## src/rtl/multicycle_pkg.sv

```systemverilog
// Shared types and encodings for the multicycle controller. The optional trap state
// exists only when MULTICYCLE_CTRL_ILLEGAL_TRAP_EN is defined.
package multicycle_pkg;

    typedef enum logic [2:0] {
        S_FETCH,
        S_DECODE,
        S_EXEC,
        S_MEMACC,
        S_WB,
        S_BRANCH
`ifdef MULTICYCLE_CTRL_ILLEGAL_TRAP_EN
        , S_TRAP
`endif
    } state_t;

    localparam logic [5:0] OP_RTYPE = 6'b100000;
    localparam logic [5:0] OP_ADDI  = 6'b110000;
    localparam logic [5:0] OP_LI    = 6'b111000;
    localparam logic [5:0] OP_LUI   = 6'b111001;
    localparam logic [5:0] OP_ANDI  = 6'b110010;
    localparam logic [5:0] OP_ORI   = 6'b110011;
    localparam logic [5:0] OP_B     = 6'b111111;
    localparam logic [5:0] OP_BEQ   = 6'b000000;
    localparam logic [5:0] OP_BNE   = 6'b000001;
    localparam logic [5:0] OP_LB    = 6'b000011;
    localparam logic [5:0] OP_LW    = 6'b001111;
    localparam logic [5:0] OP_SB    = 6'b000111;
    localparam logic [5:0] OP_SW    = 6'b011111;

    localparam logic [3:0] ALU_ADD = 4'b0000;
    localparam logic [3:0] ALU_SUB = 4'b0001;
    localparam logic [3:0] ALU_AND = 4'b0010;
    localparam logic [3:0] ALU_OR  = 4'b0011;

    localparam logic [1:0] IMM_ZEXT     = 2'b00;
    localparam logic [1:0] IMM_SEXT     = 2'b01;
    localparam logic [1:0] IMM_HI16     = 2'b10;
    localparam logic [1:0] IMM_SEXT_SH2 = 2'b11;

    typedef enum logic [2:0] {
        CLS_ALU_R,
        CLS_ALU_I,
        CLS_LOAD,
        CLS_STORE,
        CLS_BRANCH,
        CLS_ILLEGAL
    } op_class_t;

    typedef enum logic [1:0] {
        BR_ALWAYS,
        BR_EQ,
        BR_NE
    } br_kind_t;

    typedef struct packed {
        op_class_t  op_class;
        br_kind_t   br_kind;
        logic       is_byte;
        logic [3:0] alu_func;
        logic [1:0] imm_ext;
    } dec_t;

    typedef struct packed {
        logic       mem_req;
        logic       mem_wr_en;
        logic       byte_op;
        logic       ir_ld_en;
        logic       pc_ld_en;
        logic       pc_sel;
        logic       rf_wr_en;
        logic       rf_wr_data_sel;
        logic       rf_b_sel;
        logic [1:0] imm_ext;
        logic       alu_bin_sel;
        logic [3:0] alu_func;
        logic       illegal_op;
    } ctrl_out_t;

    // R-type funcs the ALU implements: upper bits 11, low nibble one of the ALU ops.
    function automatic logic alu_func_legal(input logic [5:0] func);
        return (func[5:4] == 2'b11) &&
               (func[3:0] inside {4'h0, 4'h1, 4'h2, 4'h3, 4'h4, 4'h5, 4'h6,
                                  4'h8, 4'h9, 4'hA, 4'hC, 4'hD});
    endfunction

endpackage

```

## src/rtl/multicycle_ctrl_if.sv

```systemverilog
// Control/status bundle between the multicycle controller (master) and the datapath
// plus memory side (slave).
interface multicycle_ctrl_if;
    logic [31:0] Instr;
    logic        Zero;
    logic        Mem_Ack;
    logic        Mem_Req;
    logic        Mem_WrEn;
    logic        ByteOp;
    logic        IR_LdEn;
    logic        PC_LdEn;
    logic        PC_sel;
    logic        RF_WrEn;
    logic        RF_WrData_sel;
    logic        RF_B_sel;
    logic [1:0]  ImmExt;
    logic        ALU_Bin_Sel;
    logic [3:0]  ALU_func;
    logic        Illegal_Op;

    modport master (
        input  Instr, Zero, Mem_Ack,
        output Mem_Req, Mem_WrEn, ByteOp, IR_LdEn, PC_LdEn, PC_sel, RF_WrEn,
               RF_WrData_sel, RF_B_sel, ImmExt, ALU_Bin_Sel, ALU_func, Illegal_Op
    );

    modport slave (
        output Instr, Zero, Mem_Ack,
        input  Mem_Req, Mem_WrEn, ByteOp, IR_LdEn, PC_LdEn, PC_sel, RF_WrEn,
               RF_WrData_sel, RF_B_sel, ImmExt, ALU_Bin_Sel, ALU_func, Illegal_Op
    );
endinterface

```

## src/rtl/ctrl_op_decode.sv

```systemverilog
// Combinational opcode/func classifier: instruction class, branch kind, byte access,
// ALU function and immediate-extension mode.
module ctrl_op_decode
    import multicycle_pkg::*;
#(
    parameter int OPW           = 6,
    parameter int FUNCW         = 6,
    parameter bit TRAP_BAD_FUNC = 1'b0
) (
    input  logic [OPW-1:0]   opcode,
    input  logic [FUNCW-1:0] func,
    output dec_t             dec
);

    always_comb begin
        dec.op_class = CLS_ILLEGAL;
        dec.br_kind  = BR_ALWAYS;
        dec.is_byte  = 1'b0;
        dec.alu_func = ALU_ADD;
        dec.imm_ext  = IMM_ZEXT;
        case (opcode)
            OP_RTYPE: begin
                // Bad funcs only become illegal when the trap is built in.
                dec.op_class = (TRAP_BAD_FUNC && !alu_func_legal(func)) ? CLS_ILLEGAL : CLS_ALU_R;
                dec.alu_func = func[3:0];
            end
            OP_ADDI, OP_LI: begin
                dec.op_class = CLS_ALU_I;
                dec.imm_ext  = IMM_SEXT;
            end
            OP_LUI: begin
                dec.op_class = CLS_ALU_I;
                dec.imm_ext  = IMM_HI16;
            end
            OP_ANDI: begin
                dec.op_class = CLS_ALU_I;
                dec.alu_func = ALU_AND;
            end
            OP_ORI: begin
                dec.op_class = CLS_ALU_I;
                dec.alu_func = ALU_OR;
            end
            OP_LB, OP_LW: begin
                dec.op_class = CLS_LOAD;
                dec.is_byte  = (opcode == OP_LB);
                dec.imm_ext  = IMM_SEXT;
            end
            OP_SB, OP_SW: begin
                dec.op_class = CLS_STORE;
                dec.is_byte  = (opcode == OP_SB);
                dec.imm_ext  = IMM_SEXT;
            end
            OP_B, OP_BEQ, OP_BNE: begin
                dec.op_class = CLS_BRANCH;
                dec.br_kind  = (opcode == OP_BEQ) ? BR_EQ :
                               (opcode == OP_BNE) ? BR_NE : BR_ALWAYS;
                dec.alu_func = ALU_SUB;
                dec.imm_ext  = IMM_SEXT_SH2;
            end
            default: ;
        endcase
    end

endmodule

```

## src/rtl/multicycle_ctrl.sv

```systemverilog
// Multicycle control FSM: fetch/decode/execute/memory/writeback with a req/ack memory
// handshake. Define MULTICYCLE_CTRL_ILLEGAL_TRAP_EN to trap on illegal instructions.
module multicycle_ctrl
    import multicycle_pkg::*;
#(
    parameter int OPW   = 6,
    parameter int FUNCW = 6
) (
    input  logic              Clk,
    input  logic              Reset,
    multicycle_ctrl_if.master bus
);

`ifdef MULTICYCLE_CTRL_ILLEGAL_TRAP_EN
    localparam bit TRAP_EN = 1'b1;
`else
    localparam bit TRAP_EN = 1'b0;
`endif

    state_t    state_reg, state_next;
    dec_t      dec;
    ctrl_out_t ctrl, ctrl_gated;
    logic      is_load, is_store, br_taken, exec_hold;
    logic      unused_instr_bits;

    assign unused_instr_bits = ^bus.Instr[31-OPW:FUNCW];

    ctrl_op_decode #(
        .OPW           (OPW),
        .FUNCW         (FUNCW),
        .TRAP_BAD_FUNC (TRAP_EN)
    ) u_decode (
        .opcode (bus.Instr[31:32-OPW]),
        .func   (bus.Instr[FUNCW-1:0]),
        .dec    (dec)
    );

    assign is_load  = (dec.op_class == CLS_LOAD);
    assign is_store = (dec.op_class == CLS_STORE);

    always_comb begin
        case (dec.br_kind)
            BR_EQ:   br_taken = bus.Zero;
            BR_NE:   br_taken = !bus.Zero;
            default: br_taken = 1'b1;
        endcase
    end

    always_ff @(posedge Clk or negedge Reset) begin
        if (!Reset) state_reg <= S_FETCH;
        else        state_reg <= state_next;
    end

    always_comb begin
        state_next = state_reg;
        ctrl       = '0;
        exec_hold  = 1'b0;
        case (state_reg)
            S_FETCH: begin
                ctrl.mem_req = 1'b1;
                if (bus.Mem_Ack) begin
                    ctrl.ir_ld_en = 1'b1;
                    ctrl.pc_ld_en = 1'b1;
                    state_next    = S_DECODE;
                end
            end
            S_DECODE: begin
                case (dec.op_class)
                    CLS_BRANCH:  state_next = S_BRANCH;
`ifdef MULTICYCLE_CTRL_ILLEGAL_TRAP_EN
                    CLS_ILLEGAL: state_next = S_TRAP;
`else
                    CLS_ILLEGAL: state_next = S_FETCH;
`endif
                    default:     state_next = S_EXEC;
                endcase
            end
            S_EXEC: begin
                exec_hold  = 1'b1;
                state_next = (is_load || is_store) ? S_MEMACC : S_WB;
            end
            S_MEMACC: begin
                exec_hold      = 1'b1;
                ctrl.mem_req   = 1'b1;
                ctrl.mem_wr_en = is_store;
                ctrl.byte_op   = dec.is_byte;
                if (bus.Mem_Ack) state_next = is_load ? S_WB : S_FETCH;
            end
            S_WB: begin
                // ALU selects stay put so a combinational ALU_out is still valid here.
                exec_hold           = 1'b1;
                ctrl.rf_wr_en       = 1'b1;
                ctrl.rf_wr_data_sel = is_load;
                state_next          = S_FETCH;
            end
            S_BRANCH: begin
                ctrl.rf_b_sel = 1'b1;
                ctrl.alu_func = ALU_SUB;
                ctrl.imm_ext  = IMM_SEXT_SH2;
                ctrl.pc_ld_en = br_taken;
                ctrl.pc_sel   = br_taken;
                state_next    = S_FETCH;
            end
`ifdef MULTICYCLE_CTRL_ILLEGAL_TRAP_EN
            S_TRAP: ctrl.illegal_op = 1'b1;
`endif
            default: state_next = S_FETCH;
        endcase
        if (exec_hold) begin
            ctrl.alu_bin_sel = (dec.op_class != CLS_ALU_R);
            ctrl.alu_func    = dec.alu_func;
            ctrl.imm_ext     = dec.imm_ext;
            ctrl.rf_b_sel    = is_store;
        end
    end

    // Outputs are forced quiet for as long as reset is held, not just at the edge.
    assign ctrl_gated = Reset ? ctrl : '0;

    assign bus.Mem_Req       = ctrl_gated.mem_req;
    assign bus.Mem_WrEn      = ctrl_gated.mem_wr_en;
    assign bus.ByteOp        = ctrl_gated.byte_op;
    assign bus.IR_LdEn       = ctrl_gated.ir_ld_en;
    assign bus.PC_LdEn       = ctrl_gated.pc_ld_en;
    assign bus.PC_sel        = ctrl_gated.pc_sel;
    assign bus.RF_WrEn       = ctrl_gated.rf_wr_en;
    assign bus.RF_WrData_sel = ctrl_gated.rf_wr_data_sel;
    assign bus.RF_B_sel      = ctrl_gated.rf_b_sel;
    assign bus.ImmExt        = ctrl_gated.imm_ext;
    assign bus.ALU_Bin_Sel   = ctrl_gated.alu_bin_sel;
    assign bus.ALU_func      = ctrl_gated.alu_func;
    assign bus.Illegal_Op    = ctrl_gated.illegal_op;

endmodule
```

## src/flat_wrapper.sv

```systemverilog
// flat-port wrapper written by rule: the top's interface ports become plain ports
module multicycle_ctrl_flat import multicycle_pkg::*;
#(
    parameter int OPW   = 6,
    parameter int FUNCW = 6
)
  (Clk, Reset, bus_Instr, bus_Zero, bus_Mem_Ack, bus_Mem_Req, bus_Mem_WrEn, bus_ByteOp, bus_IR_LdEn, bus_PC_LdEn, bus_PC_sel, bus_RF_WrEn, bus_RF_WrData_sel, bus_RF_B_sel, bus_ImmExt, bus_ALU_Bin_Sel, bus_ALU_func, bus_Illegal_Op);
  multicycle_ctrl_if bus_i ();
  input  logic Clk;
  input  logic Reset;
  input wire logic [$bits(bus_i.Instr)-1:0] bus_Instr;
  input wire logic [$bits(bus_i.Zero)-1:0] bus_Zero;
  input wire logic [$bits(bus_i.Mem_Ack)-1:0] bus_Mem_Ack;
  output wire logic [$bits(bus_i.Mem_Req)-1:0] bus_Mem_Req;
  output wire logic [$bits(bus_i.Mem_WrEn)-1:0] bus_Mem_WrEn;
  output wire logic [$bits(bus_i.ByteOp)-1:0] bus_ByteOp;
  output wire logic [$bits(bus_i.IR_LdEn)-1:0] bus_IR_LdEn;
  output wire logic [$bits(bus_i.PC_LdEn)-1:0] bus_PC_LdEn;
  output wire logic [$bits(bus_i.PC_sel)-1:0] bus_PC_sel;
  output wire logic [$bits(bus_i.RF_WrEn)-1:0] bus_RF_WrEn;
  output wire logic [$bits(bus_i.RF_WrData_sel)-1:0] bus_RF_WrData_sel;
  output wire logic [$bits(bus_i.RF_B_sel)-1:0] bus_RF_B_sel;
  output wire logic [$bits(bus_i.ImmExt)-1:0] bus_ImmExt;
  output wire logic [$bits(bus_i.ALU_Bin_Sel)-1:0] bus_ALU_Bin_Sel;
  output wire logic [$bits(bus_i.ALU_func)-1:0] bus_ALU_func;
  output wire logic [$bits(bus_i.Illegal_Op)-1:0] bus_Illegal_Op;
  assign bus_i.Instr = bus_Instr;
  assign bus_i.Zero = bus_Zero;
  assign bus_i.Mem_Ack = bus_Mem_Ack;
  assign bus_Mem_Req = bus_i.Mem_Req;
  assign bus_Mem_WrEn = bus_i.Mem_WrEn;
  assign bus_ByteOp = bus_i.ByteOp;
  assign bus_IR_LdEn = bus_i.IR_LdEn;
  assign bus_PC_LdEn = bus_i.PC_LdEn;
  assign bus_PC_sel = bus_i.PC_sel;
  assign bus_RF_WrEn = bus_i.RF_WrEn;
  assign bus_RF_WrData_sel = bus_i.RF_WrData_sel;
  assign bus_RF_B_sel = bus_i.RF_B_sel;
  assign bus_ImmExt = bus_i.ImmExt;
  assign bus_ALU_Bin_Sel = bus_i.ALU_Bin_Sel;
  assign bus_ALU_func = bus_i.ALU_func;
  assign bus_Illegal_Op = bus_i.Illegal_Op;
  multicycle_ctrl #(.OPW(OPW), .FUNCW(FUNCW)) u_core (.Clk(Clk), .Reset(Reset), .bus(bus_i));
endmodule
```

## config.mk

```make
export PLATFORM = sky130hd
export DESIGN_NAME = multicycle_ctrl_flat
export DESIGN_NICKNAME = d
export VERILOG_FILES = /design/src/rtl/multicycle_pkg.sv /design/src/rtl/multicycle_ctrl_if.sv /design/src/rtl/ctrl_op_decode.sv /design/src/rtl/multicycle_ctrl.sv /design/src/flat_wrapper.sv
export SDC_FILE = /design/constraint.sdc
export NUM_CORES = 1
export LEC_CHECK = 0
export ABC_AREA = 1
export BUFFER_PORTS_ARGS = -buffer_cell sky130_fd_sc_hd__buf_2
export CAP_MARGIN = 30
export CORE_UTILIZATION = 39
export CTS_CLUSTER_SIZE = 8
export DETAILED_ROUTE_END_ITERATION = 7
export PLACE_DENSITY = 0.89
export SLEW_MARGIN = 20
export SYNTH_ARGS = -nofsm -noshare
export SYNTH_HDL_FRONTEND = slang
export SYNTH_SLANG_ARGS = --single-unit
```

## constraint.sdc

```tcl
create_clock -name Clk -period 3.23 [get_ports Clk]
set_clock_uncertainty 0.2 [all_clocks]
set_input_delay 0 -clock Clk [delete_from_list [all_inputs] [get_ports Clk]]
set_output_delay 0 -clock Clk [all_outputs]
set_load 0.005 [all_outputs]
```

### After elaboration in Yosys (flattened, before gate mapping)

Index checks and enable logic that the tools add are counted.

| operators by class | value |
|---|---|
| eq/ne operators | 25 |
| muxes and demuxes | 26 |
| reduce and logical (&&, ||, !) cells | 13 |

Operators with widths:

| cell | number |
|---|---|
| == test 6 bit, second input constant | 7 |
| two-way mux 17 bit | 1 |
| one-hot mux 4 bit (4 select lines) | 1 |
| two-way mux 3 bit | 5 |
| one-hot mux 3 bit (5 select lines) | 1 |
| == test 3 x 2 -> 1 bit, second input constant | 4 |
| == test 3 bit, second input constant | 4 |
| two-way mux 2 bit | 6 |
| one-hot mux 3 bit (4 select lines) | 1 |
| two-way mux 8 bit | 1 |
| == test 6 x 1 -> 1 bit, second input constant | 1 |
| == test 6 x 2 -> 1 bit, second input constant | 1 |
| == test 6 x 3 -> 1 bit, second input constant | 1 |
| == test 6 x 4 -> 1 bit, second input constant | 1 |
| == test 6 x 5 -> 1 bit, second input constant | 1 |
| zero test 6 bit | 1 |
| one-hot mux 1 bit (2 select lines) | 3 |
| one-hot mux 2 bit (3 select lines) | 1 |
| one-hot mux 3 bit (2 select lines) | 1 |
| OR reduction 2 bit | 3 |
| OR reduction 3 bit | 2 |
| OR reduction 6 bit | 1 |
| two-way mux 1 bit | 5 |
| OR reduction 5 bit | 1 |
| 9 further kinds | 10 |

| word-level totals | value |
|---|---|
| bits in registers | 3 |
| bits of input ports | 36 |
| output and inout bits | 17 |
| word-level logic and storage cells | 65 |

### Depth between registers and ports, before layout

| depth | value |
|---|---|
| depth in word-level cells | 8 |
| depth in mapped cells | 9 |
| mapped depth without buffers | 9 |

### Modules after synthesis

A second synthesis with hierarchy kept.

| unflattened totals | value |
|---|---|
| cell total of the unflattened synthesis | 137 |
| area total of the unflattened synthesis | 742.0 um2 |

Modules (own cells, without submodules):

| module | instances | cells an instance | area an instance (um2) | sequential area each (um2) |
|---|---|---|---|---|
| multicycle_ctrl | 1 | 81 | 474.2 | 75.1 |
| ctrl_op_decode | 1 | 56 | 267.8 | 0.0 |

### Worst setup path after synthesis

No wires, ideal clock.

| timing path | value |
|---|---|
| path kind | register -> register |
| from | register u_core.state_reg[2] |
| to | register u_core.state_reg[0] |
| setup time | 0.118 ns |
| arrival | 1.011 ns |
| data required time | 2.912 ns |
| slack | 1.901 ns |
| stages on the path, launching flop included | 8 |
| buffers on the path | 0 |
| period minus slack after synthesis | 1.329 ns |
| path through | dfrtp_1 > inv_2 > nand2_2 > nor2_1 > nand2_1 > o21a_1 > nand2_1 > nand2_1 |

| on the way | value |
|---|---|
| word-level cells in the longest chain between the ends | 3 |
| elaborated cells on any way between the ends | 8 |
| classes of those cells | 5 x eq/ne; 1 x mux; 2 x reduce/logical |

Ends and longest elaborated chain:

| element | RTL line | source |
|---|---|---|
| from (decl) | multicycle_ctrl.sv:20 | `state_t state_reg, state_next;` |
| from (signal assigned) | multicycle_ctrl.sv:51 | `else state_reg <= state_next;` |
| == test 3 x 2 -> 1 bit / zero test 3 bit (equally long branches) | multicycle_ctrl.sv:58 | `case (state_reg)` |
| != test 2 bit (no line) | - |  |
| AND reduction 2 bit (no line) | - |  |

Several ways; a longest one is shown, not always the timed one.
A chain may end at the register's enable or synchronous reset.

### Worst setup path in the final report

| timing path | value |
|---|---|
| from | register u_core.state_reg[0] |
| to | output port bus_ImmExt[0] |

| on the way | value |
|---|---|
| word-level cells in the longest chain between the ends | 5 |
| elaborated cells on any way between the ends | 9 |
| classes of those cells | 4 x eq/ne; 4 x mux; 1 x reduce/logical |

Ends and longest elaborated chain:

| element | RTL line | source |
|---|---|---|
| == test 3 x 2 -> 1 bit / == test 3 bit (equally long branches) | multicycle_ctrl.sv:58 |  |
| OR reduction 3 bit (no line) | - |  |
| two-way mux 1 bit | multicycle_ctrl.sv:58 |  |
| two-way mux 8 bit (*) | multicycle_ctrl.sv:109 | `if (exec_hold) begin` |
| two-way mux 17 bit (*) | multicycle_ctrl.sv:118 | `assign ctrl_gated = Reset ? ctrl : '0;` |
| to (decl) | flat_wrapper.sv:23 | `output wire logic [$bits(bus_i.ImmExt)-1:0] bus_ImmExt;` |

Mark *: on every way between the ends. The rest lies on a longest branch, timed or not.

==> impl_results.md <==
- RSZ-0062 raised after global routing: false
- Number of max-cap violations: 0
- Rows: 13
- Post-synthesis compound-gate area fraction: 11.5%
- Area contributors post-synth: nand2_1, dfrtp_1, inv_1
- Status: complete, no violations
- Top-area cell type share of the netlist area: 17.2%
- Pin count of the biggest net entering global routing: 8
- Area leader, netlist: nand2_1
- Yosys cell types: 24
- Setup WS post-layout: 1.52 ns
- VDD IR max: 0.241 mV
- Detailed-route via count: 779
- Final setup fails: 0
- DR DRC count: 0
- CTS Buffer Depth: 2
- Hold crit path type: input port to flip-flop
- P&R area growth vs syn: 37.4%
- Die Ht: 40.2 um
- Async set-or-reset flop fraction in the synthesized netlist: 100%
- Crit path arrival time: 1.51 ns
- Main synth FF type: dfrtp_1
- Later-pin clock latency in the skew report: 0.24 ns
- CP Capture Type: output pin
- P per Cell Area: 384 nW/um^2
- CP Buf/Inv Count: 2
- P_leak: 0.468 nW
- Synth Area in Simple Gates: 59.3%
- GRT Total Usage: 22.4%
- CTS resizes: 0
- Routability Congestion: 0.903
- Total grt overflow: 0
- Starting Density: 42.6%
- Worst-path fanout max: 3
- Vias/cell: 5.03
- Fmax: 584 MHz
- Die span in x: 40.2 um
- CP cell instances: nor2_2 > nand2_1 > nand2_2 > inv_2 > nor2_4 > nor2_2 > a31oi_2 > buf_2
- Detailed-placement wirelength estimate: 1.25 mm
- Post-CTS Setup Repair Bufs: 0
- Syn_area_per_cell: 5.41 sq um
- Nets: 177
- Num CTS Buffers: 3
- Crit path kind: flip-flop to output pin
- Worst endpoint required time: 3.03 ns
- CP startpoint kind: flip-flop
- Clock transition at the registers of the reported paths: 0.04 ns
- Largest family of logic cells by synthesized area: simple AND/OR/NAND/NOR gates
- Area of the multi-input gates: 414 sq um
- CTS tree: built
- Post-route minimum period: 1.71 ns
- Register area share after synthesis: 13.2%
- Initial antenna violation count: 0
- Worst path top cell family by delay: simple AND/OR/NAND/NOR gates
- Hold-fix buffers, CTS: 3
- Vias in the first global route: 649
- WL final: 1.55 mm
- Post-synth top cells: nand2_1, inv_1, nor2_1
- Ratio of cells with drive above 1 in the final layout: 36.4%
- CP peak stage delay: 0.41 ns
- Antenna-violating nets left: 0
- Iter 0 DRT Violations: 20
- Register Area: 75.1 sq um
- Pre-CTS worst setup slack: 1.76 ns
- Die ar.: 1610 sq um
- Pre-antenna DRT Iters: 4
- Post-synthesis cell count: 105
- Post-Syn Area: 568 sq um
- Number of synthesized flops with an enable pin: 0
- Root Driver: clkbuf_4
- Wire length per cell: 10.0 um
- Core box area: 1330 sq um
- PortBufs: 29
- Antenna cells: 0
- Number of synthesized register bits: 3
- Post-synthesis mux area share: 0%
- Htree depth: 1
- YS warnings: 0
- Layout Cells excl Fill: 155
- Most used cell, CP: nor2_2
- TNS Setup: 0 ns
- CTS sink count: 3
- Filler instances: 118
- Most common cell in the synthesized netlist: nand2_1
- Highest-delay cell along the critical path: dfrtp_1
- Adder-Cell Fraction of Synth Area: 0%
- Slew Limit Fails: 0
- First-pass GRT wire length: 2.42 mm
- Placed Cells: 148
- Final hold violations: 0
- Synth Area in XOR/XNOR: 1.54%
- Largest register FFs: 3
- Part of the cycle the worst path needs: 53.0%
- Mapped Nets: 141
- Ports: 53
worst min-delay path, stage by stage:
cell and delay (ns):
buf_2 0.12, nand4_1 0.13, nand3_1 0.08, nand2_1 0.06, nand3_1 0.07
logic make-up (layout without fill, tap and decap cells):
kind of cell,Yosys count,in the layout
xor gates and xnor gates,1,1
buffers and inverters,20,55
other,1,1
AOI/OAI and AO/OA,10,10
DFF,3,3
and+or+nand+nor,70,70
worst paths after layout:
check / slack (ns) / endpoint / cells past startpoint / startpoint
hold reg to reg: 0.43 / u_core.state_reg[1] / 3 / u_core.state_reg[2]
setup reg to reg: 1.79 / u_core.state_reg[0] / 7 / u_core.state_reg[2]
min in group asynchronous: 0.50 / u_core.state_reg[1] / 3 / Reset
setup / recovery: 1.52 / bus_ImmExt[0] / 8 / u_core.state_reg[0]
hold / removal: 0.07 / u_core.state_reg[1] / 5 / bus_Instr[31]
max in group asynchronous: 2.19 / u_core.state_reg[2] / 3 / Reset
per-layer routing:
| metal | global-route usage, % | part of all wire [%] |
|---|---|---|
| met1 | 25.6 | 42 |
| met2 | 40.3 | 50 |
| met3 | 3.33 | 5.0 |
| met4 | 10.3 | 3.5 |
| met5 | 0 | 0 |
cell usage in the layout (no fill, tap or decap):
master and count:
or2_4 1, a21oi_1 3, conb_1 1, o22ai_1 1, nor3_4 1, nor2_4 1
nand2_2 4, o21ai_1 2, nor3_1 2, nor2_1 15, a21oi_2 1, xor2_1 1
o21ai_0 1, inv_1 15, nand4_1 2, nor2_2 6, clkbuf_1 1, o21a_1 1
dlygate4sd3_1 3, inv_2 4, buf_2 29, a31oi_2 1, clkbuf_4 3, nand3_1 11
and2_1 1, dfrtp_1 3, nand2_1 26
final cells by class:
class                   count  share of cell area, %
multi-input cells          82                   53.0
repair buffers             32                   22.4
flip-flops and latches      3                   9.62
inverters                  19                   9.13
clock buffers               4                   3.37
well taps                  15                   2.40
report_power, final:
part           switching, mW  total, mW  leakage, nW  internal (mW)
Combinational         0.0999      0.169        0.414         0.0693
Clock                 0.0248     0.0714       0.0150         0.0466
Sequential            0.0111     0.0590       0.0397         0.0478
metrics by stage:
stage / total power, mW / hold slack, ns / instance area [sq um] / utilization, %
floorplan: 0.175 / -0.496 / 568 / -
global placement: 0.218 / -0.392 / 724 / 54.3
detailed placement: 0.225 / -0.390 / 724 / 54.3
CTS: 0.300 / 0.0645 / 781 / 58.5
global route: 0.331 / 0.103 / 781 / 58.5
finish: 0.300 / 0.0719 / 781 / 58.5
Note: power is estimated with default switching activity, not from simulation.
